==> config.mk <==
export PLATFORM = sky130hd
export DESIGN_NAME = double_cmp_arbiter
export DESIGN_NICKNAME = d
export VERILOG_FILES = /design/src/rtl/double_cmp_arbiter.sv
export SDC_FILE = /design/constraint.sdc
export NUM_CORES = 1
export LEC_CHECK = 0
export ABC_AREA = 1
export CAP_MARGIN = 40
export CORE_AREA = 4 4 255 257
export DETAILED_ROUTE_END_ITERATION = 10
export DIE_AREA = 0 0 259 261
export SLEW_MARGIN = 20
export SYNTH_ARGS = -nofsm -noshare
export SYNTH_HDL_FRONTEND = slang
export SYNTH_SLANG_ARGS = --single-unit
==> constraint.sdc <==
create_clock -name clk -period 2.4 [get_ports clk]
set_clock_uncertainty 0.2 [all_clocks]
set_input_delay 0.48 -clock clk [delete_from_list [all_inputs] [get_ports clk]]
set_output_delay 0.48 -clock clk [all_outputs]
set_load 0.02 [all_outputs]
==> src/rtl/double_cmp_arbiter.sv <==
// ---------------------------------------------------------------------------
// double_cmp_arbiter
//
// Shares one external double-precision comparator between NREQ requesters.
// A round-robin scheduler accepts one operand pair at a time and registers
// it onto cmp_a/cmp_b. It waits CMP_LATENCY cycles for the comparator and
// returns the 1-bit result to the granted requester with a stb/ack handshake.
//
// Ports
//   clk       clock, all logic on the rising edge
//   rst       synchronous active-high reset
//   req_stb   per-requester operand valid
//   req_a     operand a, requester i at bits [64i+63:64i]
//   req_b     operand b, same packing
//   req_ack   one-cycle pulse: operands of requester i accepted
//   res_stb   result valid for requester i (held until res_ack[i])
//   res_z     result bit, valid while any res_stb bit is high
//   res_ack   result consumed by requester i
//   cmp_a     operand a to comparator (registered)
//   cmp_b     operand b to comparator (registered)
//   cmp_z     comparator result
//   busy      high while a transaction is in flight (WAIT or RESULT)
//   grant_id  index of the current or last granted requester
// ---------------------------------------------------------------------------
module double_cmp_arbiter #(
    parameter int NREQ        = 4,
    parameter int IDW         = 2,
    parameter int CMP_LATENCY = 1
) (
    input  logic                 clk,
    input  logic                 rst,
    input  logic [NREQ-1:0]      req_stb,
    input  logic [64*NREQ-1:0]   req_a,
    input  logic [64*NREQ-1:0]   req_b,
    output logic [NREQ-1:0]      req_ack,
    output logic [NREQ-1:0]      res_stb,
    output logic                 res_z,
    input  logic [NREQ-1:0]      res_ack,
    output logic [63:0]          cmp_a,
    output logic [63:0]          cmp_b,
    input  logic                 cmp_z,
    output logic                 busy,
    output logic [IDW-1:0]       grant_id
);

    // Wide enough to hold CMP_LATENCY; at least one bit so latency 0 works.
    localparam int CNTW = (CMP_LATENCY < 2) ? 1 : $clog2(CMP_LATENCY + 1);
    localparam logic [NREQ-1:0] ONE_HOT0 = NREQ'(1);

    typedef enum logic [1:0] {
        IDLE   = 2'd0,
        WAIT   = 2'd1,
        RESULT = 2'd2
    } state_t;

    state_t          state_reg;
    logic [CNTW-1:0] cnt_reg;
    logic [IDW-1:0]  last_reg;

    // Unpacked per-requester views of the packed operand buses.
    logic [63:0] op_a [NREQ];
    logic [63:0] op_b [NREQ];

    genvar gi;
    generate
        for (gi = 0; gi < NREQ; gi++) begin : g_unpack
            assign op_a[gi] = req_a[64*gi +: 64];
            assign op_b[gi] = req_b[64*gi +: 64];
        end
    endgenerate

    // Round-robin pick: search last+1, last+2, ... modulo NREQ.
    // The loop walks from the farthest candidate to the nearest, so the
    // last assignment that survives is the nearest set request.
    logic           pick_valid;
    logic [IDW-1:0] pick_idx;

    always_comb begin
        int idx;
        pick_valid = 1'b0;
        pick_idx   = '0;
        idx        = 0;
        for (int k = NREQ; k >= 1; k--) begin
            idx = int'(last_reg) + k;
            if (idx >= NREQ) begin
                idx = idx - NREQ;
            end
            if (req_stb[idx]) begin
                pick_valid = 1'b1;
                pick_idx   = IDW'(idx);
            end
        end
    end

    always_ff @(posedge clk) begin
        if (rst) begin
            state_reg <= IDLE;
            cnt_reg   <= '0;
            last_reg  <= IDW'(NREQ - 1);
            req_ack   <= '0;
            res_stb   <= '0;
            res_z     <= 1'b0;
            cmp_a     <= '0;
            cmp_b     <= '0;
            busy      <= 1'b0;
            grant_id  <= IDW'(NREQ - 1);
        end else begin
            case (state_reg)
                IDLE: begin
                    if (pick_valid) begin
                        cmp_a     <= op_a[pick_idx];
                        cmp_b     <= op_b[pick_idx];
                        grant_id  <= pick_idx;
                        req_ack   <= ONE_HOT0 << pick_idx;
                        cnt_reg   <= CNTW'(CMP_LATENCY);
                        busy      <= 1'b1;
                        state_reg <= WAIT;
                    end
                end

                WAIT: begin
                    // The acceptance pulse lasts exactly one cycle.
                    req_ack <= '0;
                    if (cnt_reg == '0) begin
                        // Comparator output has settled for the held operands.
                        res_z     <= cmp_z;
                        res_stb   <= ONE_HOT0 << grant_id;
                        state_reg <= RESULT;
                    end else begin
                        cnt_reg <= cnt_reg - CNTW'(1);
                    end
                end

                RESULT: begin
                    // Only the granted requester can release the result;
                    // res_z keeps its value after the handshake.
                    if (res_ack[grant_id]) begin
                        res_stb   <= '0;
                        last_reg  <= grant_id;
                        busy      <= 1'b0;
                        state_reg <= IDLE;
                    end
                end

                default: begin
                    state_reg <= IDLE;
                end
            endcase
        end
    end

endmodule

==> reports/qor.yml <==
worstPathArrival_ns: 2.68
clockBufferDepth: 2
power.leakage_nw: 9.06
path_max_fanout: 5
holdCritStartpoint: "req_ack[2]$_SDFFE_PP0P_"
critPathTopFamily: "buffers and inverters"
vdd_drop_max_mv: 0.505
root_buffer: "clkbuf_16"
synth_area_leader_cell: "dfxtp_1"
coreArea_mm2: 0.0627
fin_crit_sh_pct: 103
r2r-start: "last_reg[0]$_SDFFE_PP1P_"
fp-row-count: 92
numCtsBuffers: 17
drv_slew: 0
vias_per_cell: 4.31
ctsHtreeMaxLevel: 4
cts_tree: "yes"
fmax_ghz: 0.405
critPathLaunchType: "input port"
synthesis.area_mm2: 0.0103
final_util_pct: 33.0
critical-path-max-stage-delay_ns: 0.51
drtAntennaViolNets: 0
portBuffers: 662
r2r_end: "cmp_a[4]$_SDFFE_PP0P_"
final_net_count: 3070
rsz0062_at_grt: "yes"
syn_inst: 1827
status: "complete, but fails checks"
dieWidth_um: 259
setup_slack_ns: -0.0676
synth_area_per_cell_um2: 5.65
largest_registers: "cmp_a (64), cmp_b (64)"
worstSetupEndpointType: "flop"
r2r_slack_ns: -0.03
crit_chain: "clkdlybuf4s50_1, nand2_2, o21ai_4, nand2_2, nand2_2, nand2_2, buf_6, nand3_4, nand2_8, buf_12, buf_12, clkbuf_16, buf_6, nand2_1, nand2_1, nor2_1, nor2_1, nor2_1"
setup_viol: 23
grt-ovfl-total: 0
drv_cap: 0
area_growth_pct: 101
dpl_worst_slack_ns: -0.608
crit_type: "input port to flop"
cpMostUsedCell: "nand2_2"
worst_pin_slew_ns: 0.390
die-area_mm2: 0.0676
required_ns: 2.61
vias: 14700
holdPathEnd: "req_ack[2]$_SDFFE_PP0P_"
layout-drive-gt1-share_pct: 12.9
path_buf_inv: 6
seq_area_frac_synth_pct: 28.1
wl_per_cell_um: 18.0
die_y_um: 261
finalHoldViolCount: 0
drc: 0
reg2reg_depth: 15
syn-num-nets: 2350
synth_top_area_share_pct: 28.1
first_global_vias: 13700
maxSlewHeadroom_pct: 74.0
ys_seq_elements: 145
final.setup.tns_ns: -0.361
synth.area.top_cells: "dfxtp_1, nor2_1, nand3_1"
antenna_found_initial: 6
cts_hold_buf: 0
cts.clk_slew.worst_paths_ns: 0.07
synth_warnings: 0
grt_util_all_layers_pct: 15.5
power.density_mw_per_mm2: 807
drt_pre_antenna_iters: 6
yosys.cell_types.count: 23
worstSkewPairLatency_ns: 0.46
dpl.hpwl_mm: 44.1
crit_slowest_cell: "clkdlybuf4s50_1"
io_pins: 663
numClockSinks: 145
grt_max_degree: 69
worstHoldPathCells: 2
initial_utilization_pct: 16.5
violations: "negative setup slack"
hp-class: "flop to flop"
finalWirelength_mm: 61.4
first_iter_violations: 822
finalCriticalPeriod_ns: 2.47
place.gp.congestion: 0.926
grt_pass1_wl_mm: 80.6
[logic make-up after synthesis]
group | count (synthesis) | synth area share, %
compound gates | 153 | 7.52
simple gates | 1226 | 51.2
flops | 145 | 28.1
buf+inv | 303 | 13.1
[routing by layer]
layer | track usage [%] | part of all wire, % | vias to the layer above
met5 | 0 | 0.10 | -
met2 | 25.9 | 48 | 641
met3 | 5.63 | 9.1 | 102
met1 | 17.7 | 39 | 6579
met4 | 7.15 | 4.2 | 10
li1 | - | - | 7364
[synthesized netlist by cell type]
cell type / number
nand2_1: 300
nand2_4: 2
nand3_2: 2
a22o_1: 1
o211ai_1: 3
buf_6: 2
inv_1: 140
buf_4: 20
o21ai_0: 134
buf_1: 3
nand3_1: 265
nand4_1: 128
nand2_2: 2
nor2_2: 1
inv_2: 4
and2_1: 1
a21oi_1: 14
o21ai_1: 1
clkbuf_1: 32
dfxtp_1: 145
buf_2: 100
nor2_1: 525
inv_4: 2
[worst register-to-register path: stages, from the launching register on]
cell      delay [ns]
dfxtp_4         0.45
clkinv_8        0.12
nand2_4         0.07
nand2_2         0.06
nand2_2         0.09
nand2_2         0.07
buf_4           0.14
buf_4           0.12
a21oi_2         0.10
nand3_2         0.12
nand2_4         0.12
inv_8           0.08
buf_16          0.17
buf_6           0.15
o21ai_4         0.19
nor2_1          0.07
[worst max-delay path by stage]
stage | to | slack, ns | cells after the start | start
2_1_floorplan | res_stb[2]$_SDFFE_PP0P_ | 0.46 | 9 | grant_id[1]$_SDFFE_PP1P_
3_3_place_gp | cmp_a[4]$_SDFFE_PP0P_ | -0.65 | 14 | req_stb[3]
3_5_place_dp | cmp_a[4]$_SDFFE_PP0P_ | -0.61 | 14 | req_stb[0]
4_1_cts | cmp_a[0] | 0.02 | 1 | cmp_a[0]$_SDFFE_PP0P_
5_1_grt | cmp_a[42]$_SDFFE_PP0P_ | -0.13 | 17 | last_reg[0]$_SDFFE_PP1P_
6_report | cmp_b[28]$_SDFFE_PP0P_ | -0.07 | 18 | req_stb[0]
[through the flow]
stage / std cells / instance area (um2) / power, mW / hold WS (ns)
2_1_floorplan: 1827 / 10300 / 7.97 / 0.257
6_report: 3408 / 20700 / 16.7 / 0.257
5_1_grt: 3406 / 20700 / 17.8 / 0.278
3_3_place_gp: 3331 / 18900 / 12.5 / 0.247
3_5_place_dp: 3331 / 18900 / 12.5 / 0.251
4_1_cts: 3363 / 19500 / 15.7 / 0.262
[cell usage in the layout (no fill, tap or decap), types with 11 or more instances in the layout]
cell type / instances
a21oi_1: 13
buf_12: 34
buf_4: 113
buf_6: 22
clkbuf_16: 33
clkdlybuf4s50_1: 658
dfxtp_1: 143
inv_1: 138
nand2_1: 256
nand2_2: 38
nand3_1: 255
nand4_1: 128
nor2_1: 508
nor2_2: 16
o21ai_0: 68
o21ai_1: 54
o21ai_2: 11
[cell type report]
cell class,instances,area (um2)
diodes,2,5.00
clock buffers,21,470
clock inverters,11,176
fillers,6790,42000
inverters,146,576
multi-input cells,1380,6460
flip-flops and latches,145,2910
well taps,846,1060
repair buffers,857,9070
[where the power goes]
part	total [mW]	internal (mW)	leakage (nW)	switching [mW]
Clock	3.10	1.83	0.303	1.27
Sequential	3.48	3.07	1.21	0.410
Combinational	10.1	4.78	7.55	5.36
[what timing repair did]
action / CTS / global route
resized for setup: 4 / 205
cloned: 0 / 22
buffers inserted: 0 / 24
pin swaps: 0 / 48
setup endpoints to repair: 3 / 119
No activity file was read; power rests on OpenSTA's default activity.
